$ cat config.mk
export PLATFORM = sky130hd
export DESIGN_NAME = scan_timing_ctrl_flat
export DESIGN_NICKNAME = d
export VERILOG_FILES = /design/src/rtl/display_timing_pkg.sv /design/src/rtl/scan_timing_ctrl_if.sv /design/src/rtl/scan_timing_ctrl.sv /design/src/flat_wrapper.sv
export SDC_FILE = /design/constraint.sdc
export NUM_CORES = 1
export LEC_CHECK = 0
export CAP_MARGIN = 0
export CORE_AREA = 2 2 51 53
export CTS_CLUSTER_DIAMETER = 50
export DETAILED_ROUTE_END_ITERATION = 8
export DIE_AREA = 0 0 53 55
export GPL_TIMING_DRIVEN = 0
export PLACE_DENSITY = 0.72
export SYNTH_ARGS = -nofsm -noshare
export SYNTH_HDL_FRONTEND = slang
export SYNTH_SLANG_ARGS = --single-unit
export TNS_END_PERCENT = 1
$ cat constraint.sdc
create_clock -name clk -period 2.3 [get_ports clk]
set_clock_uncertainty 0.1 [all_clocks]
set_input_delay 0.23 -clock clk [delete_from_list [all_inputs] [get_ports clk]]
set_output_delay 0.23 -clock clk [all_outputs]
set_load 0.01 [all_outputs]
$ cat src/rtl/display_timing_pkg.sv
// Shared display timing constants, horizontal phase type and sync-level helper
// for the scan sequencer and future frame-level blocks.
package display_timing_pkg;

    localparam int unsigned COORD_W = 10;

    localparam int unsigned H_ACTIVE_DEF = 640;
    localparam int unsigned H_FP_DEF     = 16;
    localparam int unsigned H_SYNC_DEF   = 96;
    localparam int unsigned H_BP_DEF     = 48;
    localparam int unsigned V_ACTIVE_DEF = 480;
    localparam int unsigned V_FP_DEF     = 10;
    localparam int unsigned V_SYNC_DEF   = 2;
    localparam int unsigned V_BP_DEF     = 33;
    localparam logic        SYNC_POL_DEF = 1'b0;

    localparam int unsigned H_TOTAL = H_ACTIVE_DEF + H_FP_DEF + H_SYNC_DEF + H_BP_DEF;
    localparam int unsigned V_TOTAL = V_ACTIVE_DEF + V_FP_DEF + V_SYNC_DEF + V_BP_DEF;

    typedef enum logic [1:0] {
        H_ACT   = 2'd0,
        H_FRONT = 2'd1,
        H_SYNC  = 2'd2,
        H_BACK  = 2'd3
    } hstate_t;

    // Drive level of a sync line: pol when asserted, its complement otherwise.
    function automatic logic sync_level(input logic pol, input logic asserted);
        return asserted ? pol : ~pol;
    endfunction

endpackage

$ cat src/rtl/scan_timing_ctrl_if.sv
// Scan sequencer <-> line counter / video path signal bundle.
interface scan_timing_ctrl_if;
    import display_timing_pkg::*;

    logic               PixEn;
    logic [COORD_W-1:0] LineIn;
    logic [COORD_W-1:0] PixelX;
    logic               HSync;
    logic               VSync;
    logic               Active;
    logic               IncLine;
    logic               FrameClr;

    modport master (
        output PixEn, LineIn,
        input  PixelX, HSync, VSync, Active, IncLine, FrameClr
    );

    modport slave (
        input  PixEn, LineIn,
        output PixelX, HSync, VSync, Active, IncLine, FrameClr
    );

endinterface

$ cat src/rtl/scan_timing_ctrl.sv
// Horizontal scan sequencer: column counter, horizontal phase FSM, sync/active
// decode and the per-line IncLine / FrameClr pulses for the line counter.
module scan_timing_ctrl
    import display_timing_pkg::*;
#(
    parameter int unsigned H_ACTIVE = H_ACTIVE_DEF,
    parameter int unsigned H_FP     = H_FP_DEF,
    parameter int unsigned H_SYNC   = H_SYNC_DEF,
    parameter int unsigned H_BP     = H_BP_DEF,
    parameter int unsigned V_ACTIVE = V_ACTIVE_DEF,
    parameter int unsigned V_FP     = V_FP_DEF,
    parameter int unsigned V_SYNC   = V_SYNC_DEF,
    parameter int unsigned V_BP     = V_BP_DEF,
    parameter logic        SYNC_POL = SYNC_POL_DEF
) (
    input  logic              clk,
    input  logic              ResetLine,
    scan_timing_ctrl_if.slave bus
);

    localparam int unsigned LINE_LEN  = H_ACTIVE + H_FP + H_SYNC + H_BP;
    localparam int unsigned FRAME_LEN = V_ACTIVE + V_FP + V_SYNC + V_BP;

    localparam logic [COORD_W-1:0] ACT_END  = COORD_W'(H_ACTIVE - 1);
    localparam logic [COORD_W-1:0] FP_END   = COORD_W'(H_ACTIVE + H_FP - 1);
    localparam logic [COORD_W-1:0] SYNC_END = COORD_W'(H_ACTIVE + H_FP + H_SYNC - 1);
    localparam logic [COORD_W-1:0] LINE_END = COORD_W'(LINE_LEN - 1);
    localparam logic [COORD_W-1:0] V_VIS    = COORD_W'(V_ACTIVE);
    localparam logic [COORD_W-1:0] VS_FIRST = COORD_W'(V_ACTIVE + V_FP);
    localparam logic [COORD_W-1:0] VS_LAST  = COORD_W'(V_ACTIVE + V_FP + V_SYNC - 1);
    localparam logic [COORD_W-1:0] V_LAST   = COORD_W'(FRAME_LEN - 1);

    if (LINE_LEN > 1024 || FRAME_LEN > 1024) begin : g_cfg_err
        $error("scan_timing_ctrl: line or frame total exceeds the 10-bit coordinate range");
    end

    hstate_t            state_q, state_d;
    logic [COORD_W-1:0] x_q, x_d;
    logic               hsync_q, hsync_d;
    logic               vsync_q, vsync_d;
    logic               active_q, active_d;
    logic               inc_q, inc_d;
    logic               clr_q, clr_d;

    // Next column, phase and outputs; outputs decode the state being entered.
    always_comb begin
        state_d  = state_q;
        x_d      = x_q;
        hsync_d  = hsync_q;
        active_d = active_q;
        inc_d    = 1'b0;
        clr_d    = 1'b0;
        vsync_d  = sync_level(SYNC_POL, (bus.LineIn >= VS_FIRST) && (bus.LineIn <= VS_LAST));

        if (bus.PixEn) begin
            x_d = (x_q == LINE_END) ? '0 : x_q + COORD_W'(1);

            case (state_q)
                H_ACT:   if (x_q == ACT_END)  state_d = H_FRONT;
                H_FRONT: if (x_q == FP_END)   state_d = display_timing_pkg::H_SYNC;
                display_timing_pkg::H_SYNC:
                         if (x_q == SYNC_END) state_d = H_BACK;
                H_BACK:  if (x_q == LINE_END) state_d = H_ACT;
                default:                      state_d = H_ACT;
            endcase

            hsync_d  = sync_level(SYNC_POL, state_d == display_timing_pkg::H_SYNC);
            active_d = (state_d == H_ACT) && (bus.LineIn < V_VIS);

            // Last line (or an out-of-range line number) wraps the frame.
            if (x_q == LINE_END) begin
                if (bus.LineIn >= V_LAST) clr_d = 1'b1;
                else                      inc_d = 1'b1;
            end
        end
    end

    always_ff @(posedge clk or posedge ResetLine) begin
        if (ResetLine) begin
            state_q  <= H_ACT;
            x_q      <= '0;
            hsync_q  <= sync_level(SYNC_POL, 1'b0);
            vsync_q  <= sync_level(SYNC_POL, 1'b0);
            active_q <= 1'b0;
            inc_q    <= 1'b0;
            clr_q    <= 1'b0;
        end else begin
            state_q  <= state_d;
            x_q      <= x_d;
            hsync_q  <= hsync_d;
            vsync_q  <= vsync_d;
            active_q <= active_d;
            inc_q    <= inc_d;
            clr_q    <= clr_d;
        end
    end

    assign bus.PixelX   = x_q;
    assign bus.HSync    = hsync_q;
    assign bus.VSync    = vsync_q;
    assign bus.Active   = active_q;
    assign bus.IncLine  = inc_q;
    assign bus.FrameClr = clr_q;

endmodule

$ cat src/flat_wrapper.sv
// flat-port wrapper written by rule: the top's interface ports become plain ports
module scan_timing_ctrl_flat import display_timing_pkg::*;
#(
    parameter int unsigned H_ACTIVE = H_ACTIVE_DEF,
    parameter int unsigned H_FP     = H_FP_DEF,
    parameter int unsigned H_SYNC   = H_SYNC_DEF,
    parameter int unsigned H_BP     = H_BP_DEF,
    parameter int unsigned V_ACTIVE = V_ACTIVE_DEF,
    parameter int unsigned V_FP     = V_FP_DEF,
    parameter int unsigned V_SYNC   = V_SYNC_DEF,
    parameter int unsigned V_BP     = V_BP_DEF,
    parameter logic        SYNC_POL = SYNC_POL_DEF
)
  (clk, ResetLine, bus_PixEn, bus_LineIn, bus_PixelX, bus_HSync, bus_VSync, bus_Active, bus_IncLine, bus_FrameClr);
  scan_timing_ctrl_if bus_i ();
  input  logic clk;
  input  logic ResetLine;
  input wire logic [$bits(bus_i.PixEn)-1:0] bus_PixEn;
  input wire logic [$bits(bus_i.LineIn)-1:0] bus_LineIn;
  output wire logic [$bits(bus_i.PixelX)-1:0] bus_PixelX;
  output wire logic [$bits(bus_i.HSync)-1:0] bus_HSync;
  output wire logic [$bits(bus_i.VSync)-1:0] bus_VSync;
  output wire logic [$bits(bus_i.Active)-1:0] bus_Active;
  output wire logic [$bits(bus_i.IncLine)-1:0] bus_IncLine;
  output wire logic [$bits(bus_i.FrameClr)-1:0] bus_FrameClr;
  assign bus_i.PixEn = bus_PixEn;
  assign bus_i.LineIn = bus_LineIn;
  assign bus_PixelX = bus_i.PixelX;
  assign bus_HSync = bus_i.HSync;
  assign bus_VSync = bus_i.VSync;
  assign bus_Active = bus_i.Active;
  assign bus_IncLine = bus_i.IncLine;
  assign bus_FrameClr = bus_i.FrameClr;
  scan_timing_ctrl #(.H_ACTIVE(H_ACTIVE), .H_FP(H_FP), .H_SYNC(H_SYNC), .H_BP(H_BP), .V_ACTIVE(V_ACTIVE), .V_FP(V_FP), .V_SYNC(V_SYNC), .V_BP(V_BP), .SYNC_POL(SYNC_POL)) u_core (.clk(clk), .ResetLine(ResetLine), .bus(bus_i));
endmodule
======== After elaboration in Yosys (flattened, before gate mapping) ========
Index checks and enable logic that the tools add are counted.
operators by class
  multiplexer cells ....................... 15
  equal/unequal tests ..................... 8
  shifts and indexed selects .............. 0
  bitwise operators ....................... 0
  multiply operators ...................... 0
  reduce and logical (&&, ||, !) cells .... 4
  divide/modulo/power cells ............... 0
  add/subtract/negate cells ............... 1
  $lt $le $gt $ge ......................... 4
operators by type and width
  kind                                                                                   number
  10-bit equality test (second input constant)                                           4
  10-bit by 1-bit adder with 10-bit output (second input constant)                       1
  10-bit greater-or-equal comparator (second input constant)                             1
  10-bit by 9-bit greater-or-equal comparator with 1-bit output (second input constant)  1
  10-bit by 9-bit <= comparator with 1-bit output (second input constant)                1
  10-bit by 9-bit < comparator with 1-bit output (second input constant)                 1
  10-bit two-way mux                                                                     1
  2-bit two-way mux                                                                      5
  1-bit two-way mux                                                                      8
  2-bit one-hot mux with 4 select lines                                                  1
  2-bit equality test (second input constant)                                            3
  2-bit logical NOT                                                                      2
  2-bit by 1-bit equality test with 1-bit output (second input constant)                 1
  1-bit logical AND                                                                      2
word-level totals
  output and inout port bits .............. 15
  ROM bits ................................ 0
  memory bits (writable) .................. 0
  latch bits .............................. 0
  memories ................................ 0
  register bits after elaboration ......... 17

======== Depth between registers and ports, before layout ========
  word-level depth ........................ 6
  depth in mapped cells ................... 7
  depth with buffers taken out ............ 5

======== Worst setup path after synthesis ========
OpenSTA, ideal clock, no wires.
  kind .................................... register to register
  start point ............................. reg u_core.x_q[0], in the netlist u_core.bus.PixelX[0]
  end point ............................... reg u_core.hsync_q, in the netlist u_core.bus.HSync
  data arrival time ....................... 1.740 ns
  stages on the path, launching flop included .. 6
  data required time ...................... 2.122 ns
  setup slack ............................. 0.382 ns
  path through ............................ dfrtp_1 > ha_1 > nand4_2 > or4_4 > a211o_1 > a41oi_2
on the way
  longest elaborated chain between the ends .. 6
ends and longest elaborated chain
  what                                       line                      RTL
  start, declared                            scan_timing_ctrl.sv:38    logic [COORD_W-1:0] x_q, x_d;
  start signal, assigned                     scan_timing_ctrl.sv:81    x_q <= '0;
  start signal, assigned                     scan_timing_ctrl.sv:89    x_q <= x_d;
  10-bit equality test (on tied branches)    n/a
  2-bit two-way mux (on tied branches)       n/a
  2-bit one-hot mux with 4 select lines (*)  scan_timing_ctrl.sv:58    case (state_q)
  2-bit two-way mux (*)                      scan_timing_ctrl.sv:55    if (bus.PixEn) begin
  2-bit equality test (*)                    scan_timing_ctrl.sv:67    hsync_d = sync_level(SYNC_POL, state_d == display_timing_pkg::H_SYNC);
  1-bit two-way mux (*)                      display_timing_pkg.sv:29  return asserted ? pol : ~pol;
  end signal, assigned                       scan_timing_ctrl.sv:82    hsync_q <= sync_level(SYNC_POL, 1'b0);
  end signal, assigned                       scan_timing_ctrl.sv:90    hsync_q <= hsync_d;
  end, declared                              scan_timing_ctrl.sv:39    logic hsync_q, hsync_d;
Every way passes the cells marked *; elsewhere a longest branch is shown, timed or not. The select of a mux whose other input is x is not followed.
A chain may end at the register's enable or synchronous reset.

======== Worst setup path in the final report ========
Same ends and word-level chain as after synthesis.

==> out/results.txt <==
Mapped cell area: 943 um2
CP Launch Type: register
RSZ-0062 raised after global routing: false
Die width: 53 um
Largest net degree at the start of global routing: 18
Most frequent cell after synthesis: dfrtp_1
Top post-synthesis cells by area: dfrtp_1, dfstp_2, nand2_1
Max_slew headroom: 56.4%
CTS Buf Count: 3
Die area: 2920 um2
Post-route antenna net violation count: 0
Number of port buffers: 25
Slew @ Worst Pin: 0.654 ns
FILL cells: 233
Setup tns final: 0 ns
Ys Warns: 0
Async set-reset flop share out of synthesis: 100%
Initial DRC Count: 20
Final Critical Period: 2.02 ns
Grt ovf: 0
CTS max path bufs: 2
Synth Register Bits: 17
Pint: 0.000592 W
Final hold vios: 0
H-tree depth: 1
Hold Buf Count CTS: 0
EDFF count, synth: 0
Io pins: 28
Postcts setup bufs: 0
Initial Utilization: 39.9%
Distinct cells, synth: 42
DR vias/cell: 5.44
Clk pwr share: 17.8%
Hold WC Path Type: in -> reg
Row cnt: 18
Sw frac: 33.8%
CP required: 2.42 ns
Layout area overhead: 33.3%
Worst-Skew Late Latency: 0.29 ns
GRT Util Overall: 17.5%
Register clock-pin slew on the reported worst setup and hold paths: 0.09 ns
Residual DRC: 0
TritonCTS clock tree: done
CP endpoint kind: register
Drt total wl: 2.19 mm
Global-route wire length before repair: 3.68 mm
CORE AREA: 2360 um2
Final setup viols: 0
NumNets Final: 137
Chip height: 55 um
Net Sw Power: 0.000302 W
Share of cells above drive strength 1: 12.3%
Vias in the first global route: 803
Worst EP arrival: 2.14 ns
Sink Count: 17
Post-synth top area cell: dfrtp_1
MaxCap Viol Count: 0
CP Max Fanout: 6
Yosys top cell area share: 39.8%
DR WL/cell: 14.4 um
Leakage: 0.523 nW
Root Buffer Master: clkbuf_4
Outcome: completed
Tcrit/Tclk final: 87.8%
Syn nets: 107
Final Core Density: 53.2%
Post-DP HPWL: 1.66 mm
ANT cells: 0
Main synth FF type: dfrtp_1
Cells after Synth: 93
Slew Viols, Final: 0
Comb power frac: 33.6%
PwrDens: 711 nW/um2
Max Freq: 495 MHz
Average cell area after synthesis: 10.1 um2
Initial antenna violation count: 0
Sequential share of power: 48.7%
Maximum vdd drop: 0.000450 V
Drt pass-1 iters: 4
Synth cell count leaders: dfrtp_1, nand2_1, nor2_1
Post-CTS sizing: 0
Gpl congestion: 0.854
Setup CP Type: reg -> reg
Via count: 827
Seq/Total Area, Yosys: 45.4%
[through the flow]
step | instances | hold slack (ns) | power, W | setup WS, ns | cell area [um2]
3_5_place_dp | 148 | 0.377 | 0.000737 | 0.306 | 1230
5_1_grt | 152 | 0.128 | 0.000947 | 0.213 | 1260
2_1_floorplan | 93 | 0.0546 | 0.000577 | 0.382 | 943
3_3_place_gp | 148 | 0.373 | 0.000728 | 0.304 | 1230
6_report | 152 | 0.130 | 0.000893 | 0.281 | 1260
4_1_cts | 152 | 0.126 | 0.000898 | 0.278 | 1260
[final cells by class]
type	instances	area, um2	area share [%]
Multi-Input combinational cell	69	467	37.1
Timing Repair Buffer	25	250	19.9
Buffer	4	37.5	2.99
Tap cell	30	37.5	2.99
Sequential cell	17	428	34.0
Inverter	3	11.3	0.896
Clock buffer	4	26.3	2.09
[layer usage]
metal  share of wire, %  GRT usage [%]
met4                2.0           8.55
met3                3.1           2.42
met2                 50           29.8
met1                 45           21.9
met5                  0              0
[kinds of logic after synthesis]
group	Yosys count	share of synthesized area, %
simple gates	40	23.6
xor+xnor	5	4.64
buf+inv	7	5.17
fa+ha+maj	1	1.33
compound gates	20	16.4
mux	3	3.45
flops	17	45.4
[state kept, by name, indices dropped and copies added, names as in the netlist]
name                 count
u_core.bus.PixelX       10
u_core.state_q           2
u_core.bus.VSync         1
u_core.bus.FrameClr      1
u_core.bus.Active        1
u_core.bus.IncLine       1
u_core.bus.HSync         1
[critical path, cell delays in order, from the launching register on]
cell,delay (ns)
dfrtp_1,0.43
ha_1,0.23
nand4_2,0.16
or4_4,0.51
a211o_1,0.34
a41oi_2,0.17
[path summary, 6_finish.rpt]
path | slack [ns] | cells past startpoint | endpoint | start
setup / recovery | 0.28 | 5 | u_core.bus.HSync | u_core.bus.PixelX[0]
hold / removal | 0.13 | 2 | u_core.bus.PixelX[0] | bus_PixEn
setup reg to reg | 0.28 | 5 | u_core.bus.HSync | u_core.bus.PixelX[0]
hold reg to reg | 0.39 | 2 | u_core.bus.Active | u_core.bus.Active
max in group asynchronous | 1.46 | 2 | u_core.bus.Active | ResetLine
min in group asynchronous | 0.22 | 2 | u_core.bus.IncLine | ResetLine
[cell usage in the layout, fill, tap and decap left out, drive strengths merged, types with 2 or more instances in the layout]
master and count:
clkdlybuf4s50 25, dfrtp 15, nand2 10, nor2 9, and3 6, o21ai 5
clkbuf 5, xnor2 3, inv 3, nand3 3, nand4 3, buf 3
xor2 2, a31oi 2, o41ai 2, mux2 2, a211o 2, dfstp 2
a41oi 2
[power groups by stage]
| stage | combinational (W) | clock, W | sequential [W] |
|---|---|---|---|
| 2_1_floorplan | 0.000130 | 0 | 0.000447 |
| 3_3_place_gp | 0.000295 | 0 | 0.000434 |
| 3_5_place_dp | 0.000299 | 0 | 0.000438 |
| 4_1_cts | 0.000302 | 0.000161 | 0.000434 |
| 5_1_grt | 0.000330 | 0.000171 | 0.000447 |
| 6_report | 0.000300 | 0.000159 | 0.000435 |
No activity file was read; power rests on OpenSTA's default activity.
